### config.mk
export PLATFORM = sky130hd
export DESIGN_NAME = fir_decim_stage2
export DESIGN_NICKNAME = d
export VERILOG_FILES = /design/src/rtl/fir_decim_stage2.sv
export SDC_FILE = /design/constraint.sdc
export NUM_CORES = 2
export LEC_CHECK = 0
export ABC_AREA = 1
export BUFFER_PORTS_ARGS = -buffer_cell sky130_fd_sc_hd__buf_2
export CORE_MARGIN = 2
export CORE_UTILIZATION = 47
export CTS_CLUSTER_SIZE = 30
export DETAILED_ROUTE_END_ITERATION = 12
export PLACE_DENSITY = 0.6
export SLEW_MARGIN = 20
export SYNTH_ARGS = -nofsm -noshare
export SYNTH_HDL_FRONTEND = slang
export SYNTH_SLANG_ARGS = --single-unit
### constraint.sdc
create_clock -name clk -period 14.7 [get_ports clk]
set_input_delay 1.47 -clock clk [delete_from_list [all_inputs] [get_ports clk]]
set_output_delay 1.47 -clock clk [all_outputs]
set_load 0.03 [all_outputs]
### src/rtl/fir_decim_stage2.sv
// Decimate-by-DECIM FIR stage: TAPS-deep delay line, snapshot on every DECIM-th sample,
// and a time-multiplexed MAC that evaluates TAPS/DECIM taps per beat over DECIM beats.
module fir_decim_stage2 #(
  parameter int TAPS  = 16,
  parameter int DECIM = 4,
  parameter int DW    = 16,
  parameter int CW    = 16,
  parameter int ACCW  = 36
) (
  input  logic                    clk,
  input  logic                    rst_n,
  input  logic                    in_valid,
  input  logic [DW-1:0]           data_in,
  input  logic                    coef_we,
  input  logic [$clog2(TAPS)-1:0] coef_addr,
  input  logic [CW-1:0]           coef_data,
  output logic [DW-1:0]           data_out,
  output logic                    out_valid,
  output logic                    busy
);

  localparam int AW  = $clog2(TAPS);
  localparam int MPB = TAPS / DECIM;
  localparam int PW  = DW + CW;
  localparam int BW  = (DECIM > 1) ? $clog2(DECIM) : 1;
  localparam logic [BW-1:0] LAST = BW'(DECIM - 1);
  localparam logic signed [ACCW-1:0] RND     = ACCW'(64'sd1 <<< (CW - 2));
  localparam logic signed [ACCW-1:0] SAT_MAX = ACCW'((64'sd1 <<< (DW - 1)) - 64'sd1);
  localparam logic signed [ACCW-1:0] SAT_MIN = ACCW'(-(64'sd1 <<< (DW - 1)));

  typedef enum logic {ST_IDLE, ST_MAC} state_t;

  state_t                  state_q, state_d;
  logic signed [DW-1:0]    x_q [TAPS];
  logic signed [DW-1:0]    x_d [TAPS];
  logic signed [DW-1:0]    s_q [TAPS];
  logic signed [DW-1:0]    s_d [TAPS];
  logic signed [CW-1:0]    h_q [TAPS];
  logic signed [CW-1:0]    h_d [TAPS];
  logic signed [ACCW-1:0]  acc_q, acc_d;
  logic [BW-1:0]           phase_q, phase_d;
  logic [BW-1:0]           beat_q, beat_d;
  logic signed [DW-1:0]    data_out_q, data_out_d;
  logic                    out_valid_q, out_valid_d;

  logic                    trigger;
  logic [AW-1:0]           tap_idx;
  logic signed [PW-1:0]    prod;
  logic signed [ACCW-1:0]  beat_sum, final_sum, rounded;
  logic signed [DW-1:0]    sat;

  assign trigger   = in_valid && (phase_q == LAST);
  assign busy      = (state_q == ST_MAC);
  assign data_out  = data_out_q;
  assign out_valid = out_valid_q;

  // One beat covers taps beat*MPB .. beat*MPB+MPB-1 of the frozen snapshot.
  always_comb begin
    beat_sum = '0;
    tap_idx  = '0;
    prod     = '0;
    for (int j = 0; j < MPB; j++) begin
      tap_idx  = AW'(int'(beat_q) * MPB + j);
      prod     = PW'(s_q[tap_idx]) * PW'(h_q[tap_idx]);
      beat_sum = beat_sum + ACCW'(prod);
    end
    final_sum = acc_q + beat_sum;
    rounded   = (final_sum + RND) >>> (CW - 1);
    if (rounded > SAT_MAX) begin
      sat = DW'(SAT_MAX);
    end else if (rounded < SAT_MIN) begin
      sat = DW'(SAT_MIN);
    end else begin
      sat = DW'(rounded);
    end
  end

  always_comb begin
    x_d         = x_q;
    s_d         = s_q;
    h_d         = h_q;
    acc_d       = acc_q;
    phase_d     = phase_q;
    beat_d      = beat_q;
    state_d     = state_q;
    data_out_d  = data_out_q;
    out_valid_d = 1'b0;

    if (in_valid) begin
      x_d[0] = $signed(data_in);
      for (int k = 1; k < TAPS; k++) begin
        x_d[k] = x_q[k-1];
      end
      phase_d = trigger ? '0 : phase_q + 1'b1;
    end

    if (coef_we && (state_q == ST_IDLE)) begin
      h_d[coef_addr] = $signed(coef_data);
    end

    case (state_q)
      ST_IDLE: begin
        if (trigger) state_d = ST_MAC;
      end
      ST_MAC: begin
        acc_d  = final_sum;
        beat_d = beat_q + 1'b1;
        if (beat_q == LAST) begin
          data_out_d  = sat;
          out_valid_d = 1'b1;
          state_d     = ST_IDLE;
        end
      end
      default: state_d = ST_IDLE;
    endcase

    // A trigger on the final beat restarts the MAC on a fresh snapshot.
    if (trigger) begin
      s_d     = x_d;
      acc_d   = '0;
      beat_d  = '0;
      state_d = ST_MAC;
    end
  end

  always_ff @(posedge clk) begin
    if (!rst_n) begin
      for (int k = 0; k < TAPS; k++) begin
        x_q[k] <= '0;
        s_q[k] <= '0;
        h_q[k] <= '0;
      end
      acc_q       <= '0;
      phase_q     <= '0;
      beat_q      <= '0;
      state_q     <= ST_IDLE;
      data_out_q  <= '0;
      out_valid_q <= 1'b0;
    end else begin
      x_q         <= x_d;
      s_q         <= s_d;
      h_q         <= h_d;
      acc_q       <= acc_d;
      phase_q     <= phase_d;
      beat_q      <= beat_d;
      state_q     <= state_d;
      data_out_q  <= data_out_d;
      out_valid_q <= out_valid_d;
    end
  end

endmodule

==> flow_summary_export.csv <==
group,metric,value,unit
worst_setup_path,cp_max_fo,76,
worst_setup_path,required,15.33,ns
cells_and_area,syn_to_final_growth,7.18,%
cells_and_area,layout_commonest_cell,"inv_1",
outcome,status,"completed",
logic_synthesis,synth_area,74300,µm²
routing,via_count,59558,
worst_setup_path,reg2reg_to,"data_out[14]$_SDFFE_PN0P_",
global_routing,track_usage,0.321,
placement,io_buffers,57,
routing,wl_per_cell,22.9,µm
worst_setup_path,cp_top_family,"adder cells",
cts,hold_buffers,0,
routing,first_pass_iters,6,
placement,place_congestion,1.03,
worst_setup_path,crit_type,"reg -> reg",
floorplanning,placementRows,145,
global_routing,first_global_vias,60483,
worst_setup_path,end_kind,"register",
worst_setup_path,worstSetupStartpoint,"beat_q[0]$_SDFFE_PP0P_",
global_routing,grt_overflow,0,
cts,numCtsBuffers,88,
cts,clk_pin_slew,0.06,ns
timing,rsz0062_at_grt,"no",
cells_and_area,drive_above_1_share,0.0455,
hold_path,holdPathStages,2,
timing,slew_headroom,0.206,
worst_setup_path,critPathMaxStageDelay,0.77,ns
timing,layout_setup_ws,1.78,ns
timing,worstMarginPinSlew,1.19,ns
cts,cts_tree,"built",
worst_setup_path,cp_data_arrival_time,13.55,ns
logic_synthesis,ys_seq_area_frac,0.218,
timing,maxSlewViolCount,0,
cts,clockRootBuffer,"clkbuf_16",
worst_setup_path,cpMostUsedCell,"fa_1",
logic_synthesis,synth_top_area_frac,0.358,
routing,route.detailed.drc,0,
timing,fin_crit,12.92,ns
global_routing,antenna_found_initial,5,
cts,ctsLongestPathBuffers,3,
floorplanning,pin_count,58,
worst_setup_path,crit_path_start_kind,"register",
logic_synthesis,syn_avg_cell_area,8.18,µm²
timing,fin_tns_setup,0,ns
worst_setup_path,rrSetupSlack,1.78,ns
placement,place_hpwl,203000,µm
timing,finalHoldViolations,0,
routing,via_per_inst,5.37,
timing,fmax,0.0774,GHz
hold_path,min_path_type,"reg -> reg",
floorplanning,die_h,402,µm
logic_synthesis,ys_types,36,
timing,skew,0.0516,ns
logic_synthesis,synth_edf_count,0,
logic_synthesis,async_reset_ff_frac,0,
worst_setup_path,cp.depth,40,
worst_setup_path,r2r_cells,40,
floorplanning,start_util,0.475,
worst_setup_path,critPathSlowestCell,"fa_1",
cts,post_cts_resized,0,
cells_and_area,final_cell_mix,"inv_1, nor2_1, fa_1",
logic_synthesis,synth_top_cells_by_area,"fa_1, dfxtp_1, inv_1, nor2_1, nand2_1",
worst_setup_path,cp-endpoint,"data_out[14]$_SDFFE_PN0P_",
cts,clkLatencyLatePin,0.74,ns
cts,cts_setup_buffers,0,
floorplanning,die_w,402,µm
cells_and_area,fin_nets,10633,
routing,ant_nets,0,
routing,drt_wl_total,254000,µm
logic_synthesis,ys_ff_latch,810,
power,p_leak,0.0379,µW
worst_setup_path,rr_startpoint,"beat_q[0]$_SDFFE_PP0P_",
cts,cts-htree-levels,3,
logic_synthesis,synth-main-ff-cell,"dfxtp_1",
cells_and_area,fillCellCount,15174,
logic_synthesis,yosysTopAreaCell,"fa_1",
cts,cts.sinks,810,
logic_synthesis,syn_inst,9090,
power,ir_drop,0.0906,mV
worst_setup_path,cp.buffers_inverters,10,
timing,fin_crit_sh,0.879,
global_routing,grt_pass1_wl,386000,µm
floorplanning,die-area,161000,µm²
routing,drtIter0Drc,5676,
timing,setup_viol,0,
job,drv_cap,0,
floorplanning,core_area,157000,µm²
logic_synthesis,ys_warn_count,0,
logic_synthesis,syn-num-nets,10766,
placement,place_ws,1.87,ns
power,power.density,70.8,nW/µm²
global_routing,grt_max_degree,186,
sequential cells by signal (all words and copies together) (netlist names):
register	flops
data_out	16
busy	1
out_valid	1
beat_q	2
phase_q	2
s_q	256
x_q	240
h_q	256
acc_q	36
worst min path at each step:
| stage | startpoint | end |
|---|---|---|
| 2_1_floorplan | h_q[0]$_SDFFE_PN0P_ | h_q[0]$_SDFFE_PN0P_ |
| 3_3_place_gp | h_q[5]$_SDFFE_PN0P_ | h_q[5]$_SDFFE_PN0P_ |
| 3_5_place_dp | h_q[3]$_SDFFE_PN0P_ | h_q[3]$_SDFFE_PN0P_ |
| 4_1_cts | h_q[3]$_SDFFE_PN0P_ | h_q[3]$_SDFFE_PN0P_ |
| 5_1_grt | h_q[14]$_SDFFE_PN0P_ | h_q[14]$_SDFFE_PN0P_ |
| 6_report | h_q[3]$_SDFFE_PN0P_ | h_q[3]$_SDFFE_PN0P_ |
synthesized netlist by cell type (6+ instances only):
master,count
nor3_1,21
clkbuf_1,383
o21ai_1,10
nand2_2,16
nand4_1,25
ha_1,306
xnor2_1,13
buf_1,37
inv_1,1799
nand3_2,6
nor2_2,20
inv_2,11
nand3_1,155
fa_1,1330
a32oi_1,123
xor2_1,29
nand2_1,1275
o21ai_0,449
nor2_1,1632
clkinv_1,27
dfxtp_1,810
nor2_4,6
a21oi_1,580
kinds of logic (layout without fill, tap and decap cells):
| family | Yosys count | count (layout) | synth area share |
|---|---|---|---|
| flops | 810 | 810 | 0.218 |
| buf+inv | 2261 | 2195 | 0.114 |
| fa+ha+maj | 1636 | 1636 | 0.410 |
| other cells | 0 | 4 | 0 |
| xor+xnor | 44 | 44 | 0.00554 |
| compound gates | 1170 | 1170 | 0.0852 |
| simple gates | 3169 | 3169 | 0.167 |
area by class of cell:
class                      instances  area [µm²]  share of cell area
sequential                       810       16200               0.204
clock buffer                     125        2470              0.0310
multi-input combinational       6019       49600               0.623
antenna                            4        10.0            0.000126
inverter                        1837        6920              0.0869
clock inverter                    32         405             0.00509
timing repair buffer             201        1410              0.0178
tap                             2058        2570              0.0323
per-layer routing:
metal,GRT usage,part of all wire
met3,0.0617,0.082
met1,0.443,0.43
met4,0.127,0.047
met2,0.497,0.44
met5,0,0.00015
metrics by stage:
stage	area (µm²)	hold slack [ns]	util	std cells	total power (µW)
finish	79700	0.448	0.509	11086	5640
global route	79600	0.464	0.509	11082	5870
CTS	79600	0.448	0.509	11081	5670
detailed placement	76800	0.440	0.490	10924	3410
global placement	76700	0.433	0.490	10923	3410
floorplan	74300	0.424	-	9090	3000
worst register-to-register path: cells and delay by family (launching register included):
kind,cells,cell delay (ns)
compound gates,2,0.86
xor+xnor,1,0.34
fa+ha+maj,11,6.04
buf+inv,10,2.08
flops,1,0.57
simple gates,16,2.93
where the power goes:
group / leakage [µW] / switching (µW) / total [µW] / internal, µW
Combinational: 0.0299 / 749 / 1050 / 297
Sequential: 0.00660 / 48.7 / 2340 / 2290
Clock: 0.00140 / 1000 / 2260 / 1250
Note: power is estimated with default switching activity, not from simulation.
